==> src/rtl/rs_scheduler_pkg.sv <==
// rtl/rs_scheduler_pkg.sv - shared widths, entry struct and wakeup helper for rs_scheduler
package rs_scheduler_pkg;
  localparam int TAG_W  = 4;
  localparam int DATA_W = 8;
  localparam int BYTE_W = 8;
  localparam int ROB_W  = 4;
  localparam int NSRC   = 2;

  typedef struct packed {
    logic [TAG_W-1:0]  tag;
    logic              rdy;
    logic [DATA_W-1:0] val;
  } src_t;

  typedef struct packed {
    logic              valid;
    logic [BYTE_W-1:0] operand;
    src_t [NSRC-1:0]   src;
    logic [BYTE_W-1:0] wbs;
    logic [BYTE_W-1:0] flags;
    logic [ROB_W-1:0]  robid;
  } entry_t;

  function automatic logic src_wakes(src_t s, logic cdb_valid, logic [TAG_W-1:0] cdb_id);
    return cdb_valid && !s.rdy && (s.tag == cdb_id);
  endfunction
endpackage

==> src/rtl/rs_scheduler_if.sv <==
// rtl/rs_scheduler_if.sv - dispatch, CDB snoop, flush and FU issue bundle for rs_scheduler
interface rs_scheduler_if
  import rs_scheduler_pkg::*;
#(
  parameter int DEPTH = 4
);
  localparam int CNT_W = $clog2(DEPTH + 1);

  logic                           disp_valid;
  logic                           disp_ready;
  logic [BYTE_W-1:0]              disp_operand;
  logic [NSRC-1:0][TAG_W-1:0]     disp_src_tag;
  logic [NSRC-1:0]                disp_src_rdy;
  logic [NSRC-1:0][DATA_W-1:0]    disp_src_val;
  logic [BYTE_W-1:0]              disp_wbs;
  logic [BYTE_W-1:0]              disp_flags;
  logic [ROB_W-1:0]               disp_robid;
  logic                           cdb_valid;
  logic [TAG_W-1:0]               cdb_id;
  logic [DATA_W-1:0]              cdb_val;
  logic                           flush;
  logic                           fu_hold;
  logic                           fu_transmit;
  logic [BYTE_W-1:0]              fu_operand;
  logic [NSRC-1:0][DATA_W-1:0]    fu_depvals;
  logic [BYTE_W-1:0]              fu_wbs;
  logic [BYTE_W-1:0]              fu_flags;
  logic [ROB_W-1:0]               fu_robid;
  logic [CNT_W-1:0]               occupancy;

  modport master (
    output disp_valid, disp_operand, disp_src_tag, disp_src_rdy, disp_src_val,
           disp_wbs, disp_flags, disp_robid, cdb_valid, cdb_id, cdb_val, flush, fu_hold,
    input  disp_ready, fu_transmit, fu_operand, fu_depvals, fu_wbs, fu_flags, fu_robid,
           occupancy
  );

  modport slave (
    input  disp_valid, disp_operand, disp_src_tag, disp_src_rdy, disp_src_val,
           disp_wbs, disp_flags, disp_robid, cdb_valid, cdb_id, cdb_val, flush, fu_hold,
    output disp_ready, fu_transmit, fu_operand, fu_depvals, fu_wbs, fu_flags, fu_robid,
           occupancy
  );
endinterface

==> src/rtl/rs_entry_wakeup.sv <==
// rtl/rs_entry_wakeup.sv - one source operand: CDB tag compare and value capture
module rs_entry_wakeup
  import rs_scheduler_pkg::*;
(
  input  src_t              i_src,
  input  logic              i_cdb_valid,
  input  logic [TAG_W-1:0]  i_cdb_id,
  input  logic [DATA_W-1:0] i_cdb_val,
  output src_t              o_src
);
  logic w_hit;

  assign w_hit = src_wakes(i_src, i_cdb_valid, i_cdb_id);

  always_comb begin
    o_src = i_src;
    if (w_hit) begin
      o_src.rdy = 1'b1;
      o_src.val = i_cdb_val;
    end
  end
endmodule

==> src/rtl/rs_scheduler.sv <==
// rtl/rs_scheduler.sv - collapsing-queue reservation station, oldest-ready-first issue
module rs_scheduler
  import rs_scheduler_pkg::*;
#(
  parameter int DEPTH = 4
)(
  input logic          clk,
  input logic          rst,
  rs_scheduler_if.slave bus
);
  localparam int CNT_W = $clog2(DEPTH + 1);
  localparam int SEL_W = (DEPTH > 1) ? $clog2(DEPTH) : 1;

  entry_t            r_ent [DEPTH];
  logic [CNT_W-1:0]  r_count;

  src_t              w_wsrc [DEPTH][NSRC];
  src_t              w_dsrc_in [NSRC];
  src_t              w_dsrc [NSRC];
  entry_t            w_woken [DEPTH+1];
  entry_t            w_next [DEPTH];
  entry_t            w_new;
  logic [DEPTH-1:0]  w_issuable;
  logic              w_any;
  logic [SEL_W-1:0]  w_sel;
  logic              w_issue;
  logic              w_accept;
  logic [CNT_W-1:0]  w_wr_idx;

  genvar g, s;
  generate
    for (g = 0; g < DEPTH; g++) begin : g_ent
      for (s = 0; s < NSRC; s++) begin : g_src
        rs_entry_wakeup u_wake (
          .i_src      (r_ent[g].src[s]),
          .i_cdb_valid(bus.cdb_valid),
          .i_cdb_id   (bus.cdb_id),
          .i_cdb_val  (bus.cdb_val),
          .o_src      (w_wsrc[g][s])
        );
      end
      assign w_issuable[g] = r_ent[g].valid & r_ent[g].src[0].rdy & r_ent[g].src[1].rdy;
    end
    // the incoming entry snoops the same CDB so a same-cycle broadcast is not lost
    for (s = 0; s < NSRC; s++) begin : g_disp
      assign w_dsrc_in[s] = '{tag: bus.disp_src_tag[s], rdy: bus.disp_src_rdy[s],
                              val: bus.disp_src_val[s]};
      rs_entry_wakeup u_wake (
        .i_src      (w_dsrc_in[s]),
        .i_cdb_valid(bus.cdb_valid),
        .i_cdb_id   (bus.cdb_id),
        .i_cdb_val  (bus.cdb_val),
        .o_src      (w_dsrc[s])
      );
    end
  endgenerate

  always_comb begin
    w_any = 1'b0;
    w_sel = '0;
    for (int i = DEPTH - 1; i >= 0; i--) begin
      if (w_issuable[i]) begin
        w_any = 1'b1;
        w_sel = SEL_W'(i);
      end
    end
  end

  assign w_issue         = ~rst & ~bus.flush & ~bus.fu_hold & w_any;
  assign bus.disp_ready  = (r_count < CNT_W'(DEPTH));
  assign w_accept        = bus.disp_valid & bus.disp_ready & ~bus.flush;
  assign w_wr_idx        = r_count - CNT_W'(w_issue);
  assign bus.fu_transmit = w_issue;
  assign bus.occupancy   = r_count;

  always_comb begin
    w_new         = '0;
    w_new.valid   = 1'b1;
    w_new.operand = bus.disp_operand;
    w_new.wbs     = bus.disp_wbs;
    w_new.flags   = bus.disp_flags;
    w_new.robid   = bus.disp_robid;
    for (int k = 0; k < NSRC; k++) w_new.src[k] = w_dsrc[k];
  end

  // the extra top slot is an empty entry shifted in when the last entry moves down
  always_comb begin
    w_woken[DEPTH] = '0;
    for (int i = 0; i < DEPTH; i++) begin
      w_woken[i] = r_ent[i];
      for (int k = 0; k < NSRC; k++) w_woken[i].src[k] = w_wsrc[i][k];
    end
  end

  always_comb begin
    for (int i = 0; i < DEPTH; i++) begin
      w_next[i] = (w_issue && i >= int'(w_sel)) ? w_woken[i+1] : w_woken[i];
      if (w_accept && i == int'(w_wr_idx)) w_next[i] = w_new;
      if (bus.flush) w_next[i].valid = 1'b0;
    end
  end

  always_ff @(posedge clk) begin
    if (rst) begin
      r_count <= '0;
      for (int i = 0; i < DEPTH; i++) r_ent[i].valid <= 1'b0;
    end else begin
      r_count <= bus.flush ? '0 : r_count + CNT_W'(w_accept) - CNT_W'(w_issue);
      for (int i = 0; i < DEPTH; i++) r_ent[i] <= w_next[i];
    end
  end

  always_comb begin
    bus.fu_operand = '0;
    bus.fu_depvals = '0;
    bus.fu_wbs     = '0;
    bus.fu_flags   = '0;
    bus.fu_robid   = '0;
    if (w_issue) begin
      bus.fu_operand = r_ent[w_sel].operand;
      bus.fu_wbs     = r_ent[w_sel].wbs;
      bus.fu_flags   = r_ent[w_sel].flags;
      bus.fu_robid   = r_ent[w_sel].robid;
      for (int k = 0; k < NSRC; k++) bus.fu_depvals[k] = r_ent[w_sel].src[k].val;
    end
  end
endmodule

==> src/flat_wrapper.sv <==
// flat-port wrapper written by rule: the top's interface ports become plain ports
module rs_scheduler_flat import rs_scheduler_pkg::*;
#(
  parameter int DEPTH = 4
)
  (clk, rst, bus_disp_valid, bus_disp_operand, bus_disp_src_tag, bus_disp_src_rdy, bus_disp_src_val, bus_disp_wbs, bus_disp_flags, bus_disp_robid, bus_cdb_valid, bus_cdb_id, bus_cdb_val, bus_flush, bus_fu_hold, bus_disp_ready, bus_fu_transmit, bus_fu_operand, bus_fu_depvals, bus_fu_wbs, bus_fu_flags, bus_fu_robid, bus_occupancy);
  rs_scheduler_if #(.DEPTH(DEPTH)) bus_i ();
  input logic clk;
  input logic rst;
  input wire logic [$bits(bus_i.disp_valid)-1:0] bus_disp_valid;
  input wire logic [$bits(bus_i.disp_operand)-1:0] bus_disp_operand;
  input wire logic [$bits(bus_i.disp_src_tag)-1:0] bus_disp_src_tag;
  input wire logic [$bits(bus_i.disp_src_rdy)-1:0] bus_disp_src_rdy;
  input wire logic [$bits(bus_i.disp_src_val)-1:0] bus_disp_src_val;
  input wire logic [$bits(bus_i.disp_wbs)-1:0] bus_disp_wbs;
  input wire logic [$bits(bus_i.disp_flags)-1:0] bus_disp_flags;
  input wire logic [$bits(bus_i.disp_robid)-1:0] bus_disp_robid;
  input wire logic [$bits(bus_i.cdb_valid)-1:0] bus_cdb_valid;
  input wire logic [$bits(bus_i.cdb_id)-1:0] bus_cdb_id;
  input wire logic [$bits(bus_i.cdb_val)-1:0] bus_cdb_val;
  input wire logic [$bits(bus_i.flush)-1:0] bus_flush;
  input wire logic [$bits(bus_i.fu_hold)-1:0] bus_fu_hold;
  output wire logic [$bits(bus_i.disp_ready)-1:0] bus_disp_ready;
  output wire logic [$bits(bus_i.fu_transmit)-1:0] bus_fu_transmit;
  output wire logic [$bits(bus_i.fu_operand)-1:0] bus_fu_operand;
  output wire logic [$bits(bus_i.fu_depvals)-1:0] bus_fu_depvals;
  output wire logic [$bits(bus_i.fu_wbs)-1:0] bus_fu_wbs;
  output wire logic [$bits(bus_i.fu_flags)-1:0] bus_fu_flags;
  output wire logic [$bits(bus_i.fu_robid)-1:0] bus_fu_robid;
  output wire logic [$bits(bus_i.occupancy)-1:0] bus_occupancy;
  assign bus_i.disp_valid = bus_disp_valid;
  assign bus_i.disp_operand = bus_disp_operand;
  assign bus_i.disp_src_tag = bus_disp_src_tag;
  assign bus_i.disp_src_rdy = bus_disp_src_rdy;
  assign bus_i.disp_src_val = bus_disp_src_val;
  assign bus_i.disp_wbs = bus_disp_wbs;
  assign bus_i.disp_flags = bus_disp_flags;
  assign bus_i.disp_robid = bus_disp_robid;
  assign bus_i.cdb_valid = bus_cdb_valid;
  assign bus_i.cdb_id = bus_cdb_id;
  assign bus_i.cdb_val = bus_cdb_val;
  assign bus_i.flush = bus_flush;
  assign bus_i.fu_hold = bus_fu_hold;
  assign bus_disp_ready = bus_i.disp_ready;
  assign bus_fu_transmit = bus_i.fu_transmit;
  assign bus_fu_operand = bus_i.fu_operand;
  assign bus_fu_depvals = bus_i.fu_depvals;
  assign bus_fu_wbs = bus_i.fu_wbs;
  assign bus_fu_flags = bus_i.fu_flags;
  assign bus_fu_robid = bus_i.fu_robid;
  assign bus_occupancy = bus_i.occupancy;
  rs_scheduler #(.DEPTH(DEPTH)) u_core (.clk(clk), .rst(rst), .bus(bus_i));
endmodule
==> config.mk <==
export PLATFORM = sky130hd
export DESIGN_NAME = rs_scheduler_flat
export DESIGN_NICKNAME = d
export VERILOG_FILES = /design/src/rtl/rs_scheduler_pkg.sv /design/src/rtl/rs_scheduler_if.sv /design/src/rtl/rs_entry_wakeup.sv /design/src/rtl/rs_scheduler.sv /design/src/flat_wrapper.sv
export SDC_FILE = /design/constraint.sdc
export NUM_CORES = 1
export LEC_CHECK = 0
export ABC_AREA = 1
export CAP_MARGIN = 20
export CORE_ASPECT_RATIO = 0.8
export CORE_MARGIN = 2
export CORE_UTILIZATION = 35
export CTS_CLUSTER_DIAMETER = 200
export DETAILED_ROUTE_END_ITERATION = 16
export SYNTH_ARGS = -nofsm -noshare
export SYNTH_HDL_FRONTEND = slang
export SYNTH_SLANG_ARGS = --single-unit
==> constraint.sdc <==
create_clock -name clk -period 10.3 [get_ports clk]
set_input_delay 2.575 -clock clk [delete_from_list [all_inputs] [get_ports clk]]
set_output_delay 2.575 -clock clk [all_outputs]
set_load 0.05 [all_outputs]
==> reports/metrics.yaml, run 1 <==
status:
  outcome: "finished, final reports clean"
pwr:
  ir_drop_v: 0.000124
  switching_share_pct: 24.5
  powerDensity_nw_per_um2: 136
  pwr-share-seq_pct: 48.0
  pwr-share-clk_pct: 42.8
  p_sw_w: 0.000521
  comb_power_share_pct: 9.1
  p_leak_nw: 6.39
  p_int_w: 0.00161
  finalPower_w: 0.00213
logic_synthesis:
  ys_seq_area_share_pct: 49.8
  ys_types: 33
  yosys_warnings: 0
  synth_top_area_share_pct: 48.7
  synth_cells: 1654
  synth_area_leaders: "edfxtp_1, nand3_1, nand2_1"
  synth_edf_count: 216
  synthArstFlopShare_pct: 0
  yosysTopAreaCell: "edfxtp_1"
  ys.flop_type: "edfxtp_1"
  ys_ff_latch: 223
  synth_nets: 1731
  synthesis.area_um2: 13300
  syn_avg_cell_area_um2: 8.05
timing:
  fin_setup_tns_ps: 0
  max_slew_margin_pct: 27.8
  hold_violations: 0
  setup_violations: 0
  drv_slew: 0
  worst_pin_slew_ps: 1080
  period_needed_ps: 7970
  clock-skew-final_ps: 23.8
  fin_crit_sh_pct: 77.3
  rsz0062_at_grt: "no"
  fmax_mhz: 126
final_layout:
  seq_area_um2: 6630
  final_common_cell: "nand3_1"
  syn2layout_area_growth_pct: 18.0
  final_net_count: 1807
  multi_input_area_um2: 5380
  layout_common_cells: "nand3_1, nand2_1, inv_1"
  final.fill_count: 3704
  drive_above_1_share_pct: 6.07
drt:
  postRouteAntennaNets: 0
  dr_total_vias: 12100
  drt_iter0_markers: 1345
  routed_wl_um: 43600
  drtPass1Iterations: 7
  drc: 0
  wl_per_cell_um: 19.5
  viasPerCell: 5.39
worst_hold_path:
  hold_class: "flop to flop"
  hp-start: "u_core.r_ent[2][54]$_SDFFE_PP0P_"
die:
  rows: 63
  coreArea_um2: 37300
  start_util_pct: 35.7
  die_h_um: 178
  dieArea_um2: 39600
  io_pins: 121
  dieWidth_um: 222
setup_path:
  worstSetupStartpoint: "rst"
  worstSetupStartpointType: "input port"
  required_ps: 7730
  r2r-start: "u_core.r_ent[0][41]$_DFFE_PP_"
  cp.arrival_ps: 5390
  critPathMaxFanout: 30
  end_kind: "output pin"
  critPathKind: "input port to output pin"
clocking:
  cts_hold_buf: 0
  cts_buffers: 27
  clk_transition_reported_paths_ps: 60
  tritoncts: "done"
  cts_resized: 0
  cts_setup_buffers: 0
  cts-root-buf: "clkbuf_16"
  cts_sinks: 223
  ctsHtreeMaxLevel: 1
  clock_latency_ps: 560
  cts_buffer_depth: 3
global_route:
  grt_start_max_net_pins: 98
  grt_pass1_wl_um: 66700
  grtUsageTotal_pct: 21.8
  grt-ovfl-total: 0
  grt_pass1_vias: 11300
  antenna_found_initial: 2
placed_design:
  dp_hpwl_um: 29300
  io_buffers: 120
  place.gp.congestion: 0.912
run:
  drv_cap: 0
worst paths after layout:
kind,cells past startpoint,to,slack (ps)
hold reg to reg,2,u_core.r_ent[1][54]$_SDFFE_PP0P_,530
setup reg to reg,15,u_core.r_ent[2][26]$_DFFE_PN_,5190
hold / removal,2,u_core.r_ent[1][54]$_SDFFE_PP0P_,530
setup / recovery,8,bus_fu_operand[7],2330
registers in the layout, indices dropped and copies added (netlist names):
name and flops:
u_core.r_ent 220, u_core.bus.occupancy 3
layout make-up:
| type | instances | share of cell area, % |
|---|---|---|
| Sequential cell | 223 | 42.2 |
| Timing Repair Buffer | 137 | 8.46 |
| Clock buffer | 35 | 4.49 |
| Clock inverter | 10 | 0.717 |
| Antenna cell | 2 | 0.0319 |
| Inverter | 250 | 5.98 |
| Tap cell | 487 | 3.88 |
| Multi-Input combinational cell | 1091 | 34.2 |
power groups by stage:
| stage | sequential, W | clock (W) | combinational (W) |
|---|---|---|---|
| finish | 0.00102 | 0.000913 | 0.000194 |
| global route | 0.00103 | 0.000956 | 0.000213 |
| CTS | 0.00102 | 0.000925 | 0.000191 |
| detailed placement | 0.00104 | 0 | 0.000190 |
| global placement | 0.00104 | 0 | 0.000188 |
| floorplan | 0.00104 | 0 | 0.000110 |
routing by layer:
| metal | global-route usage, % | up-vias | wire length (µm) |
|---|---|---|---|
| met1 | 31.3 | 5580 | 19300 |
| met2 | 32.4 | 613 | 18200 |
| met4 | 6.64 | 0 | 1140 |
| met3 | 5.29 | 82 | 4900 |
| met5 | 0 | - | 0 |
| li1 | - | 5776 | - |
worst max-delay path, stage by stage:
cell and delay [ps]:
clkdlybuf4s50_1 690, inv_2 170, nand2_2 170, nor2_4 210, o21ai_4 210, buf_4 340, a21oi_1 190, clkdlybuf4s50_1 820
stage by stage:
step | hold WS (ps) | cell area (µm²) | worst slack, ps | std cells | utilization, %
3_5_place_dp | 506 | 14900 | 2370 | 2188 | 39.9
4_1_cts | 516 | 15700 | 2370 | 2233 | 42.1
2_1_floorplan | 451 | 13300 | 3000 | 1654 | -
6_report | 526 | 15700 | 2330 | 2235 | 42.1
5_1_grt | 538 | 15700 | 2240 | 2234 | 42.1
3_3_place_gp | 501 | 14900 | 2490 | 2186 | 39.9
cell families (layout without fill, tap and decap cells):
| logic type | after synthesis | count (layout) | share of synthesized area [%] |
|---|---|---|---|
| and+or+nand+nor | 880 | 880 | 30.5 |
| other | 0 | 2 | 0 |
| adders and majority gates | 5 | 5 | 0.527 |
| AOI/OAI and AO/OA | 195 | 195 | 8.22 |
| xor gates and xnor gates | 11 | 11 | 0.724 |
| buffers and inverters | 340 | 432 | 10.2 |
| DFF | 223 | 223 | 49.8 |
Yosys cell counts (5+ instances only):
cell type    n
nand3_1    372
nand2_1    329
inv_1      236
edfxtp_1   216
nor2_1      90
o22ai_1     70
a21oi_1     65
o21ai_0     50
buf_2       42
clkbuf_1    37
nand3b_1    28
nand4_1     25
nor2_2      17
inv_2       13
xor2_1      10
nand2_2      8
dfxtp_1      7
buf_1        5
No activity file was read; power rests on OpenSTA's default activity.
==> inputs of run 2 (changes only) <==
clock period = 6.8 ns   (was 10.3 ns; I/O delays follow)
==> reports/metrics.yaml, run 2 (synthesis results as in run 1) <==
clocking:
  cts_resized: 0  # unchanged
  cts_sinks: 223  # unchanged
  clk_transition_reported_paths_ps: 60  # about the same
  cts_buffer_depth: 3  # unchanged
  cts_setup_buffers: 0  # unchanged
  cts-root-buf: "clkbuf_16"
  ctsHtreeMaxLevel: 1  # unchanged
  cts_hold_buf: 0  # unchanged
  tritoncts: "done"
  cts_buffers: 27  # unchanged
  clock_latency_ps: 560  # about the same
final_layout:
  final.fill_count: 3643  # -1.6%
  syn2layout_area_growth_pct: 22.3
  largest_reg_flops: 220  # unchanged
  final_util_pct: 43.6  # +1.5 points
  final_net_count: 1813  # +0.33%
  largest-register: "u_core.r_ent"
  fin_cells: 2244  # +0.40%
  drive_above_1_share_pct: 9.23  # +3.2 points
  layout_common_cells: "nand3_1, nand2_1, inv_1"
  final_common_cell: "nand3_1"
pwr:
  p_int_w: 0.00252  # +57%
  p_sw_w: 0.000803  # +54%
  comb_power_share_pct: 9.0  # about the same
  powerDensity_nw_per_um2: 204  # +50%
  p_leak_nw: 6.68  # +4.4%
  ir_drop_v: 0.000183  # +47%
  pwr-share-seq_pct: 46.6  # -1.4 points
  pwr-share-clk_pct: 44.4  # +1.6 points
  switching_share_pct: 24.2  # -0.30 points
setup_path:
  critPathMaxFanout: 45  # +50%
  rr_worst_depth: 15  # unchanged
  r2r_end: "u_core.r_ent[1][0]$_DFFE_PP_"
  worstSetupStartpointType: "input port"
  worstSetupStartpoint: "rst"
  cp.arrival_ps: 4090  # -1300 ps
  required_ps: 5100  # -2630 ps
  r2r-start: "u_core.r_ent[0][41]$_DFFE_PP_"
  end_kind: "output pin"
  reg2reg_setup_slack_ps: 2670  # -2520 ps
  critPathKind: "input port to output pin"
global_route:
  grt_pass1_vias: 11600  # +3.0%
  grt-ovfl-total: 0  # unchanged
  antenna_found_initial: 1  # -1
  grtUsageTotal_pct: 21.9  # +0.041 points
  grt_start_max_net_pins: 82  # -16%
  grt_pass1_wl_um: 67300  # +0.93%
timing:
  rsz0062_at_grt: "no"
  max_slew_margin_pct: 26.8  # -1.1 points
  worst_pin_slew_ps: 1100  # +18.7 ps
  setup_violations: 0  # unchanged
  drv_slew: 0  # unchanged
  fmax_mhz: 173
  period_needed_ps: 5790
  hold_violations: 0  # unchanged
  clock-skew-final_ps: 35.1  # +11.3 ps
  fin_setup_tns_ps: 0  # unchanged
  fin_crit_sh_pct: 85.2
worst_hold_path:
  holdPathEnd: "u_core.r_ent[3][54]$_SDFFE_PP0P_"
  hp-start: "u_core.r_ent[3][54]$_SDFFE_PP0P_"
  hold_class: "flop to flop"
  whs_path_depth: 2  # unchanged
drt:
  viasPerCell: 5.42  # +0.52%
  drt_iter0_markers: 1490  # +11%
  drtPass1Iterations: 6  # -1
  routed_wl_um: 44000  # +0.91%
  wl_per_cell_um: 19.6  # +0.51%
  postRouteAntennaNets: 0  # unchanged
  drc: 0  # unchanged
  dr_total_vias: 12200  # +0.92%
placed_design:
  place.gp.congestion: 0.957  # +4.9%
  io_buffers: 120  # unchanged
  dp_hpwl_um: 28500  # -2.8%
  placed_cells: 2194  # +0.27%
die:
  die_h_um: 178  # unchanged
  coreArea_um2: 37300  # unchanged
  rows: 63  # unchanged
  dieWidth_um: 222  # unchanged
  start_util_pct: 35.7  # unchanged
  dieArea_um2: 39600  # unchanged
  io_pins: 121  # unchanged
status:
  outcome: "finished, final reports clean"
run:
  drv_cap: 0  # unchanged
## run 2: stage by stage
stage	hold WS, ps	cell area, µm²	setup WS (ps)	power (W)
6_report	499	16300	1010	0.00332
5_1_grt	532	16300	892	0.00341
4_1_cts	500	16300	1050	0.00333
3_5_place_dp	492	15400	739	0.00187
3_3_place_gp	502	15400	904	0.00186
2_1_floorplan	451	13300	380	0.00174
## run 2: how the worst max path moves through the flow
stage / to / slack, ps / cells after the start
6_report: bus_fu_depvals[7] / 1010 / 8
5_1_grt: bus_fu_depvals[7] / 890 / 8
4_1_cts: bus_fu_depvals[7] / 1050 / 8
3_5_place_dp: u_core.r_ent[1][0]$_DFFE_PP_ / 740 / 15
3_3_place_gp: u_core.r_ent[1][49]$_DFFE_PP_ / 900 / 15
2_1_floorplan: u_core.r_ent[0][0]$_DFFE_PP_ / 380 / 12
## run 2: power groups by stage
| stage | logic, W | clock network, W | registers [W] |
|---|---|---|---|
| 6_report | 0.000298 | 0.00148 | 0.00155 |
| 5_1_grt | 0.000325 | 0.00153 | 0.00155 |
| 4_1_cts | 0.000290 | 0.00149 | 0.00155 |
| 3_5_place_dp | 0.000289 | 0 | 0.00158 |
| 3_3_place_gp | 0.000286 | 0 | 0.00158 |
| 2_1_floorplan | 0.000167 | 0 | 0.00158 |
## run 2: per-layer routing
layer | up-vias | wire (µm) | GRT usage (%)
li1 | 5789 | - | -
met2 | 657 | 18800 | 33.7
met4 | 0 | 1250 | 6.70
met5 | - | 0 | 0
met1 | 5623 | 19400 | 31.2
met3 | 93 | 4560 | 3.95
## run 2: area by class of cell
| class | count | area (µm²) | area share (%) |
|---|---|---|---|
| inverter | 250 | 938 | 5.77 |
| clock inverter | 16 | 194 | 1.19 |
| multi-input combinational | 1091 | 5380 | 33.1 |
| antenna | 1 | 2.50 | 0.0154 |
| sequential | 223 | 6630 | 40.7 |
| clock buffer | 33 | 698 | 4.29 |
| tap | 487 | 609 | 3.74 |
| timing repair buffer | 143 | 1820 | 11.2 |
## run 2: critical path, stage by stage
cell             delay (ps)
clkdlybuf4s50_1         790
inv_2                   120
nand2_2                 220
nor2_4                   90
o21ai_4                  70
buf_4                   590
a21oi_1                 260
buf_12                  230
==> inputs of run 3 (changes only) <==
MAX_ROUTING_LAYER = met4   (was default)
==> reports/metrics.yaml, run 3 (synthesis results as in run 1) <==
status:
  outcome: "finished, final reports clean"
timing:
  fmax_mhz: 173  # +0.31%
  fin_crit_sh_pct: 84.9  # -0.26 points
  clock-skew-final_ps: 17.7  # -17.4 ps
  drv_slew: 0  # unchanged
  worst_pin_slew_ps: 1140  # +38.7 ps
  rsz0062_at_grt: "no"
  setup_violations: 0  # unchanged
  period_needed_ps: 5770  # -17.9 ps
  hold_violations: 0  # unchanged
  max_slew_margin_pct: 24.3  # -2.5 points
  fin_setup_tns_ps: 0  # unchanged
placed_design:
  place.gp.congestion: 0.938  # -2.0%
  dp_hpwl_um: 28500  # +0.30%
  placed_cells: 2191  # -0.14%
  io_buffers: 120  # unchanged
die:
  io_pins: 121  # unchanged
  dieArea_um2: 39600  # unchanged
  die_h_um: 178  # unchanged
  start_util_pct: 35.7  # unchanged
  coreArea_um2: 37300  # unchanged
  rows: 63  # unchanged
  dieWidth_um: 222  # unchanged
drt:
  drtPass1Iterations: 6  # unchanged
  drc: 0  # unchanged
  postRouteAntennaNets: 0  # unchanged
  wl_per_cell_um: 19.9  # +1.5%
  dr_total_vias: 12300  # +1.3%
  drt_iter0_markers: 1651  # +11%
  routed_wl_um: 44600  # +1.3%
  viasPerCell: 5.50  # +1.5%
pwr:
  p_leak_nw: 6.67  # -0.15%
  finalPower_w: 0.00333  # +0.21%
  ir_drop_v: 0.000119  # -35%
  powerDensity_nw_per_um2: 205  # +0.25%
setup_path:
  required_ps: 5100  # about the same
  end_kind: "output pin"
  critPathSlowestCell: "clkdlybuf4s50_1"
  worstSetupStartpointType: "input port"
  critPathMaxFanout: 45  # unchanged
  r2r-start: "u_core.r_ent[0][41]$_DFFE_PP_"
  r2r_end: "u_core.r_ent[0][33]$_DFFE_PP_"
  reg2reg_setup_slack_ps: 2720  # +50 ps
  critPathKind: "input port to output pin"
  crit_chain: "clkdlybuf4s50_1, inv_2, nand2_2, nor2_4, o21ai_4, buf_4, a21oi_1, buf_12"
  slowest_delay_ps: 820  # +30 ps
  rr_worst_depth: 11  # -4
  cp.arrival_ps: 4070  # -20 ps
clocking:
  cts_buffer_depth: 3  # unchanged
  cts_resized: 0  # unchanged
  cts_sinks: 223  # unchanged
  cts_setup_buffers: 0  # unchanged
  cts-root-buf: "clkbuf_16"
  clock_latency_ps: 540  # -20 ps
  tritoncts: "done"
  clk_transition_reported_paths_ps: 60  # about the same
  ctsHtreeMaxLevel: 1  # unchanged
  cts_buffers: 26  # -3.7%
  cts_hold_buf: 0  # unchanged
final_layout:
  largest_reg_flops: 220  # unchanged
  syn2layout_area_growth_pct: 22.2  # about the same
  final_common_cell: "nand3_1"
  drive_above_1_share_pct: 9.13  # -0.098 points
  final.fill_count: 3663  # +0.55%
  fin_cells: 2241  # -0.13%
  final_net_count: 1810  # -0.17%
  layout_common_cells: "nand3_1, nand2_1, inv_1"
  largest-register: "u_core.r_ent"
worst_hold_path:
  hold_class: "flop to flop"
  whs_path_depth: 2  # unchanged
  holdPathEnd: "u_core.r_ent[2][54]$_SDFFE_PP0P_"
  hp-start: "u_core.r_ent[2][54]$_SDFFE_PP0P_"
global_route:
  grt_pass1_wl_um: 68200  # +1.3%
  antenna_found_initial: 1  # unchanged
  grt_start_max_net_pins: 89  # +8.5%
  grtUsageTotal_pct: 22.8  # +0.97 points
  grt-ovfl-total: 0  # unchanged
  grt_pass1_vias: 11800  # +1.4%
run:
  drv_cap: 0  # unchanged
## run 3: changes by cell type in the layout (fill, tap and decap cells not counted)
cell        previous run  this run
bufinv_16              4         5
buf_4                 23        20
buf_8                  0         1
clkinv_1               7         6
inv_8                  1         0
clkinvlp_4             0         1
inv_16                 1         0
## run 3: critical path, delay by kind of cell
kind	cells	cell delay, ps
compound gates	2	300
buf+inv	4	1740
simple gates	2	300
## run 3: per-stage QoR
step	hold WS [ps]	worst slack, ps	utilization (%)	instance area [µm²]
floorplan	451	380	-	13300
global placement	508	843	41.2	15400
detailed placement	514	700	41.2	15400
CTS	528	1060	43.6	16200
global route	547	959	43.6	16300
finish	537	1030	43.6	16300
## run 3: how the worst max path moves through the flow
stage          start                       endpoint  slack, ps  cells after the start
4_1_cts          rst              bus_fu_depvals[5]       1060                      8
5_1_grt          rst             bus_fu_depvals[15]        960                      8
3_3_place_gp     rst  u_core.r_ent[1][52]$_DFFE_PP_        840                     15
3_5_place_dp     rst   u_core.r_ent[1][8]$_DFFE_PP_        700                     15
2_1_floorplan    rst   u_core.r_ent[0][0]$_DFFE_PP_        380                     12
6_report         rst             bus_fu_depvals[15]       1030                      8
## run 3: routing by layer
layer | global-route usage, % | up-vias | share of wire [%]
met2 | 33.9 | 682 | 43
met3 | 5.62 | 87 | 12
met5 | - | - | 0
li1 | - | 5777 | -
met1 | 31.1 | 5779 | 43
met4 | 6.08 | 0 | 2.6
## run 3: area by class of cell
class / instances / area, µm² / share of cell area, %
flip-flops and latches: 223 / 6630 / 40.7
multi-input cells: 1091 / 5380 / 33.1
repair buffers: 141 / 1820 / 11.2
inverters: 250 / 938 / 5.77
clock buffers: 33 / 698 / 4.29
well taps: 487 / 609 / 3.75
clock inverters: 15 / 196 / 1.21
diodes: 1 / 2.50 / 0.0154
## run 3: where the power goes
group	total (W)	internal, W	switching, W
combinational	0.000296	0.0000960	0.000200
clock	0.00148	0.000912	0.000572
sequential	0.00155	0.00154	0.00000988
total	0.00333	0.00255	0.000782
==> edit (config.mk and constraints of run 2) <==
`TAG_W`: 4 -> 6.
--- a/src/rtl/rs_scheduler_pkg.sv
+++ b/src/rtl/rs_scheduler_pkg.sv
@@ -1,5 +1,5 @@
 // rtl/rs_scheduler_pkg.sv - shared widths, entry struct and wakeup helper for rs_scheduler
 package rs_scheduler_pkg;
-  localparam int TAG_W  = 4;
+  localparam int TAG_W  = 6;
   localparam int DATA_W = 8;
   localparam int BYTE_W = 8;
Ports: changed (resized bus_cdb_id and bus_disp_src_tag); port bits go from 121 to 127. The function was not compared with the original's and may differ.
==> edit against run 2 <==
  * Area after synthesis rose by 8.0%
  * Sequential share of layout area increased by 0.23 points
  * Sequential cell count rose by 16
  * Wire length grew 6.6%
  * Total power increased by 2.1%
  * Critical path depth grew 10
  * Count of clock-buffer cells in the layout up 2
  * Clock power decreased by 3%
  * Setup slack improved by 0.069 ns
  * Register-to-register slack got worse by 0.46 ns
  * Cell area increased by 6.7%
  * Synthesized cell count increased by 6.3%
  * Combinational power rose by 1%
  * Largest power group unchanged
==> edit: results (changes against run 2) <==
- Run status: finished clean (unchanged)
- Met1 usage: 30.6% (was 31.2%)
- FF-to-FF Start: u_core.r_ent[0][28] (was u_core.r_ent[0][41])
- Initial DRC Count: 1308 (was 1490)
- Filler Cell Count: 4030 (was 3643)
- Gpl congestion: 0.871 (was 0.957)
- Global Route Usage Sum: 22.1% (was 21.9%)
- First-pass GRT wire length: 73.7 mm (was 67.3 mm)
- Top-area cell type share of the netlist area: 48.5% (was 48.7%)
- Combinational power: 302 uW (was 298 uW)
- Post-layout util: 42.8% (was 43.6%)
- Worst r2r path cells: 16 (was 15)
- Met1 WL: 20.7 mm (was 19.4 mm)
- Clock Skew: 0.00736 ns (was 0.0351 ns)
- Max reg flops: 236 (was 220)
- Synth cell count leaders: nand3_1 (372), nand2_1 (360), inv_1 (246) (was nand3_1 (372), nand2_1 (329), inv_1 (236))
- Crit-path max FO: 41 (was 45)
- Non-clk invs: 267 (was 250)
- Post-Syn Nets: 1842 (was 1731)
- Metal2 WL: 21.1 mm (was 18.8 mm)
- CP Capture Point: u_core.r_ent[1][5] (was bus_fu_depvals[7])
- Syn avg cell area: 8.17 um^2 (was 8.05 um^2)
- Clkbuf count: 35 (was 33)
- Pre-CTS WS: 0.598 ns (was 0.739 ns)
- GR Util met2: 35.3% (was 33.7%)
- Total Wirelength: 46.9 mm (was 44.0 mm)
- Core ar.: 40500 um^2 (was 37300 um^2)
- Hold Startpoint: u_core.r_ent[3][58] (was u_core.r_ent[3][54])
- Routed WL per cell: 19.5 um (was 19.6 um)
- Switching Share: 25.1% (was 24.2%)
- Crit path DAT: 6.11 ns (was 4.09 ns)
- Tightest Pin Transition: 1.11 ns (was 1.10 ns)
- Int Pwr: 2540 uW (was 2520 uW)
- Worst R2R Setup Slack: 2.21 ns (was 2.67 ns)
-- edit: cell count changes after synthesis, moves of 8 or more --
cell      before  now
inv_1        236  246
o21ai_0       50   58
nand2_1      329  360
o21ai_1        2   12
edfxtp_1     216  232
nor2_1        90   81
a21oi_1       65   73
buf_2         42   26
clkbuf_1      37   49
-- edit: cells by family after synthesis --
kind of cell,Yosys count,share of synthesized area [%]
adder cells (fa/ha/maj),5,0.487
flip-flops,239,49.4
AND/OR/NAND/NOR,918,30.5
XOR/XNOR,14,0.853
AO/OA/AOI/OAI,222,8.56
buffers and inverters,361,10.2
-- edit: worst max-delay path, cell delays in order --
cell and delay [ns]:
clkdlybuf4s50_1 0.69, inv_2 0.10, nand2_4 0.15, nor2_4 0.06, o21ai_4 0.07, inv_2 0.08, ha_1 0.21, ha_1 0.21
inv_1 0.06, nand2_1 0.05, nand2_2 0.13, inv_1 0.08, nand3_2 0.09, buf_4 0.51, inv_2 0.34, nor2_4 0.69
inv_2 0.56, o22ai_1 0.28
